$ cat src/rtl/adder_accum_nbit.sv
// adder_accum_nbit: saturating frame accumulator for adder sums with valid/ready input and held valid/ack result
module adder_accum_nbit #(
  parameter int N     = 10,
  parameter int ACC_W = 16
) (
  input  logic             clk,
  input  logic             reset_n,
  input  logic             start,
  input  logic [3:0]       len,
  input  logic [N:0]       sum_in,
  input  logic             sum_valid,
  output logic             sum_ready,
  output logic [ACC_W-1:0] acc_out,
  output logic             acc_valid,
  input  logic             acc_ack,
  output logic             overflow,
  output logic             busy
);
  typedef enum logic [1:0] {IDLE, ACCUM, HOLD} state_t;
  state_t           state, state_nxt;
  logic [ACC_W-1:0] acc;
  logic [4:0]       remaining;
  logic             ovf;
  logic [ACC_W:0]   sum_ext;
  logic [ACC_W-1:0] sum_sat;
  logic             xfer;
  logic             last;
  // one extra bit catches the carry that triggers clamping to all-ones
  always_comb begin
    sum_ext = {1'b0, acc} + {{(ACC_W - N){1'b0}}, sum_in};
    sum_sat = sum_ext[ACC_W] ? '1 : sum_ext[ACC_W-1:0];
    xfer    = sum_valid && (state == ACCUM);
    last    = xfer && (remaining == 5'd1);
  end
  // next-state: start only honoured in IDLE, ack only in HOLD
  always_comb begin
    state_nxt = state;
    case (state)
      IDLE:    state_nxt = start ? ACCUM : IDLE;
      ACCUM:   state_nxt = last ? HOLD : ACCUM;
      HOLD:    state_nxt = acc_ack ? IDLE : HOLD;
      default: state_nxt = IDLE;
    endcase
  end
  // state register
  always_ff @(posedge clk or negedge reset_n) begin
    if (!reset_n) state <= IDLE;
    else          state <= state_nxt;
  end
  // accumulator, sticky overflow and sample counter; len of 0 stands for 16
  always_ff @(posedge clk or negedge reset_n) begin
    if (!reset_n) begin
      acc       <= '0;
      ovf       <= 1'b0;
      remaining <= '0;
    end else if (state == IDLE && start) begin
      acc       <= '0;
      ovf       <= 1'b0;
      remaining <= (len == 4'd0) ? 5'd16 : {1'b0, len};
    end else if (xfer) begin
      acc       <= sum_sat;
      ovf       <= ovf | sum_ext[ACC_W];
      remaining <= remaining - 5'd1;
    end
  end
  assign sum_ready = (state == ACCUM);
  assign acc_valid = (state == HOLD);
  assign busy      = (state != IDLE);
  assign acc_out   = acc;
  assign overflow  = ovf;
endmodule

$ cat config.mk
export PLATFORM = sky130hd
export DESIGN_NAME = adder_accum_nbit
export DESIGN_NICKNAME = d
export VERILOG_FILES = /design/src/rtl/adder_accum_nbit.sv
export SDC_FILE = /design/constraint.sdc
export NUM_CORES = 1
export LEC_CHECK = 0
export CAP_MARGIN = 20
export CORE_MARGIN = 1.5
export CORE_UTILIZATION = 45
export CTS_BUF_LIST = sky130_fd_sc_hd__clkbuf_16
export DETAILED_ROUTE_END_ITERATION = 10
export DONT_BUFFER_PORTS = 1
export GPL_ROUTABILITY_DRIVEN = 0
export PLACE_DENSITY_LB_ADDON = 0.15
export SYNTH_ARGS = -nofsm -noshare
export SYNTH_HDL_FRONTEND = slang
export SYNTH_SLANG_ARGS = --single-unit
$ cat constraint.sdc
create_clock -name clk -period 3 [get_ports clk]
set_input_delay 0.6 -clock clk [delete_from_list [all_inputs] [get_ports clk]]
set_output_delay 0.6 -clock clk [all_outputs]
set_load 0.005 [all_outputs]
# After elaboration in Yosys (flattened, before gate mapping)
# Cells that the tools add are included.
# totals
reg_bits	24
elab_cells	29
input_bits	20
out_inout_bits	20
# op_classes
reduce_logical	7
add_sub_neg	2
n_mux	12
n_eq_ne	3
bitwise_logic	1
# op_table
op	n
$mux W16	3
$add A16 B11 Y17	1
$mux W5	3
$pmux W2 S3	1
$eq A5 B1 Y1 const B	1
$sub A5 B1 Y5 const B	1
$logic_not A4 Y1	1
$mux W2	2
$reduce_bool A2 Y1	2
$logic_and A1 B1 Y1	3
$mux W1	3
$eq A2 B1 Y1 const B	1
$eq A2 B2 Y1 const B	1
$logic_not A2 Y1	1
$or A1 B1 Y1	1

# Logic depth before layout (Yosys ltp)
# Gate-level depths: netlist (run 1).
# logic_depth
ltp_word	5
depth_mapped	9
ltp_nobuf	8

# Worst setup path after synthesis (run 1)
# OpenSTA, ideal clock, no wires.
# synth_timing
kind	input -> register
startpoint	in sum_in[0]
endpoint	reg acc[11], in the netlist acc_out[11]
arrival_ns	2.479
stages	9
n_path_buf	1
t_required_ns	2.868
setup_slack_ns	0.389
setup_ns	0.132
cell_sequence	ha_1 fa_1 a21o_1 a221oi_2 o21ai_2 a221o_1 nand4_2 buf_6 o211ai_2
# synth_between
elab_chain_cells	4
# synth_rtl
item	line	rtl
start, declared	10	input logic [N:0] sum_in,
$add A16 B11 Y17	30	sum_ext = {1'b0, acc} + {{(ACC_W - N){1'b0}}, sum_in};
$mux W16	31	sum_sat = sum_ext[ACC_W] ? '1 : sum_ext[ACC_W-1:0];
$mux W16	60	end else if (xfer) begin
$mux W16	56	end else if (state == IDLE && start) begin
end signal, assigned	61	acc <= sum_sat;
end, declared	21	logic [ACC_W-1:0] acc;
# No other way between the ends. The select of a mux whose other input is x is not followed.
# A chain may end at the register's enable or synchronous reset.

# Final worst setup path (run 1)
# layout_timing
startpoint	reg acc[0], in the netlist acc_out[0]
endpoint	reg acc[9], in the netlist acc_out[9]
# layout_between
elab_chain_cells	4
# layout_rtl
item	line
$add A16 B11 Y17	30
$mux W16	31
$mux W16	60
$mux W16	56
# No other way between the ends. The select of a mux whose other input is x is not followed.

==> results of run 1 <==
[layout make-up]
cell class	instances	area, µm²
Timing Repair Buffer	4	30.0
Fill cell	323	1610
Clock buffer	3	75.1
Inverter	7	26.3
Tap cell	46	57.6
Sequential cell	24	601
Multi-Input combinational cell	140	965
Clock inverter	1	30.0
[how the worst max path moves through the flow]
stage | startpoint | endpoint | slack [ns]
after floorplan | sum_in[0] | acc_out[11] | 0.39
after global placement | sum_in[0] | acc_out[14] | 0.26
after detailed placement | sum_in[0] | acc_out[9] | 0.20
after CTS | acc_out[0] | acc_out[9] | 0.39
after global routing | acc_out[0] | acc_out[14] | 0.25
final | acc_out[0] | acc_out[9] | 0.38
[power groups by stage]
stage / sequential (µW) / clock [µW] / combinational (µW)
6_report: 609 / 381 / 875
5_1_grt: 632 / 404 / 1000
4_1_cts: 609 / 389 / 875
3_5_place_dp: 612 / 0 / 870
3_3_place_gp: 609 / 0 / 845
2_1_floorplan: 574 / 0 / 728
[state kept, by name, indices dropped and copies added (netlist names)]
signal / cells
acc_out: 16
overflow: 1
remaining: 5
state: 2
[cells in the mapped netlist, drive strengths merged, types with 3 or more instances]
cell / number
dfrtp: 24
nand2: 22
nor2: 14
a21oi: 13
ha: 13
xnor2: 9
a22oi: 8
a21o: 7
inv: 7
o21ai: 7
o211ai: 5
nand3: 4
xor2: 4
and3: 3
clkbuf: 3
nand4: 3
nor2b: 3
[critical path, delay by kind of cell, from the launching register on]
family,cells,cell delay (ns)
AO/OA/AOI/OAI,5,1.12
adder cells (fa/ha/maj),2,0.62
flip-flops,1,0.41
buffers and inverters,1,0.18
AND/OR/NAND/NOR,1,0.15
[through the flow]
step                hold slack, ns  total power (µW)  cell area, µm²  setup WS (ns)
finish                      0.0307              1860            1780          0.379
global route                0.0181              2040            1780          0.252
CTS                         0.0268              1870            1780          0.390
detailed placement           0.305              1480            1680          0.203
global placement             0.305              1450            1680          0.265
floorplan                    0.304              1300            1630          0.389
[placed cells by master, fill, tap and decap left out, drive strengths merged, types with 3 or more instances in the layout]
cell / instances
nor2: 14
a21o: 7
xor2: 4
nand3: 4
o21ai: 7
o211ai: 5
clkbuf: 3
dfrtp: 24
xnor2: 9
and3: 3
buf: 4
a21oi: 13
nand2: 22
inv: 7
ha: 13
a22oi: 8
nor2b: 3
nand4: 3
[logic make-up (layout without fill, tap and decap cells)]
family | after synthesis | count (layout)
XOR/XNOR | 13 | 13
flip-flops | 24 | 24
AO/OA/AOI/OAI | 53 | 53
AND/OR/NAND/NOR | 60 | 60
buffers and inverters | 12 | 15
adder cells (fa/ha/maj) | 14 | 14
[routing by layer]
layer | vias to the layer above | share of wire (%) | global-route usage [%]
li1 | 645 | - | -
met4 | 0 | 1.2 | 5.83
met2 | 42 | 45 | 30.9
met1 | 660 | 48 | 28.8
met3 | 5 | 5.3 | 3.04
met5 | - | 0 | 0
==> flow_summary.ini, run 1 <==
[status]
outcome = complete, no violations

[routing]
drt_wl_total_mm = 3.65
drtAntennaViolNets = 0
vias = 1352
detail_route.wl_per_cell_um = 16.2
dr.pass1.iters = 4
drt_iter0_drc = 82
avgViaCountPerCell = 6.01
drc = 0

[clock_network]
cts_buffer_depth = 2
ctsResizeCount = 0
clockRootBuffer = clkbuf_16
clk_pin_slew_ns = 0.06
cts_sinks = 24
cts_buffers = 3
cts.htree.levels = 1
cts_tree = yes
post_cts_buffers = 0
clock_latency_ns = 0.26
hold_buffers = 0

[sta]
period_needed_ns = 2.62
worst_slew_pin_slew_ns = 0.423
min_period_over_period_pct = 87.4
setup_violations = 0
rsz0062_at_grt = false
slew_viol_final = 0
hold_viol_final = 0
slew_headroom_pct = 71.7
tns_ns = 0
skew_ns = 0.00392
fmax_mhz = 381

[pwr]
netSwitchingFraction_pct = 39.6
power.leakage_uw = 0.000833
peakVddDrop_uv = 419
intPower_uw = 1130
powerDensity_nw_per_um2 = 1050
p_sw_uw = 738
seqPwrFrac_pct = 32.6
clock_power_share_pct = 20.4
p_comb_share_pct = 46.9

[final_layout]
antenna_cells = 0
fin_nets = 214
final_util_pct = 52.6
area_growth_pct = 9.78
layout-drive-gt1-share_pct = 7.82
fin_cells = 225

[critical_path]
crit_path_cell_trace = ha_1 -> fa_1 -> a21o_1 -> a221oi_2 -> o21ai_2 -> a221o_1 -> nand4_2 -> buf_4 -> o211ai_1
cp.arrival_ns = 2.74
required_ns = 3.12
crit_fanout = 8
reg2reg_depth = 9
rrSetupSlack_ns = 0.38
reg2reg_to = acc_out[9]
max_stage_delay_ns = 0.41
crit_type = register to register
critPathLaunchType = register
end_kind = register
r2r-start = acc_out[0]
slowest_stage = dfrtp_1

[synth]
synth-compound-area-share_pct = 23.2
async_reset_ff_share_pct = 100
ys_seq_area_share_pct = 37.0
ys_warn_count = 0
syn_inst = 176
yosysTopAreaCell = dfrtp_1
synth-main-ff-cell = dfrtp_1
synth_area_leaders = dfrtp_1 (37%), ha_1 (10%), nand2_1 (5.1%), xnor2_1 (4.8%), a21oi_1 (4.0%)
yosys.area_share.simple_pct = 17.9
avgSynthCellArea_um2 = 9.23
synth-edff-count = 0
ys_seq_elements = 24
synth_top_area_share_pct = 37.0
synth_fa_ha_area_share_pct = 11.2
syn-num-nets = 210
post_synth_num_cell_types = 41
synthesis.area_um2 = 1630
synth_top_family_by_area = compound AO/OA/AOI/OAI gates
synth_xor_area_share_pct = 7.01
synth.area.mux_share_pct = 0

[global_routing]
grt_pass1_vias = 1341
grt_pass1_wl_mm = 6.38
grt_max_degree = 25
antenna_found_initial = 0
grtUsageTotal_pct = 19.9
grt.overflow.total = 0

[hold_path]
worstHoldPathType = input pin to async pin

[flow_run]
cap_violations = 0

[placed_design]
dp_cells = 221
dp_hpwl_mm = 2.71
port_buffers = 0

[die]
fp.dieH_um = 63.1
io_pins = 40
die_area_um2 = 3980
die_w_um = 63.1
num_rows = 21
coreArea_um2 = 3390
start_util_pct = 48.0
Note: power is estimated with default switching activity, not from simulation.
==> inputs of run 2 (changes only) <==
CAP_MARGIN = not set   (was 20)
==> results of run 2 <==
Final layout, timing and power as in run 1 (identical DEF).
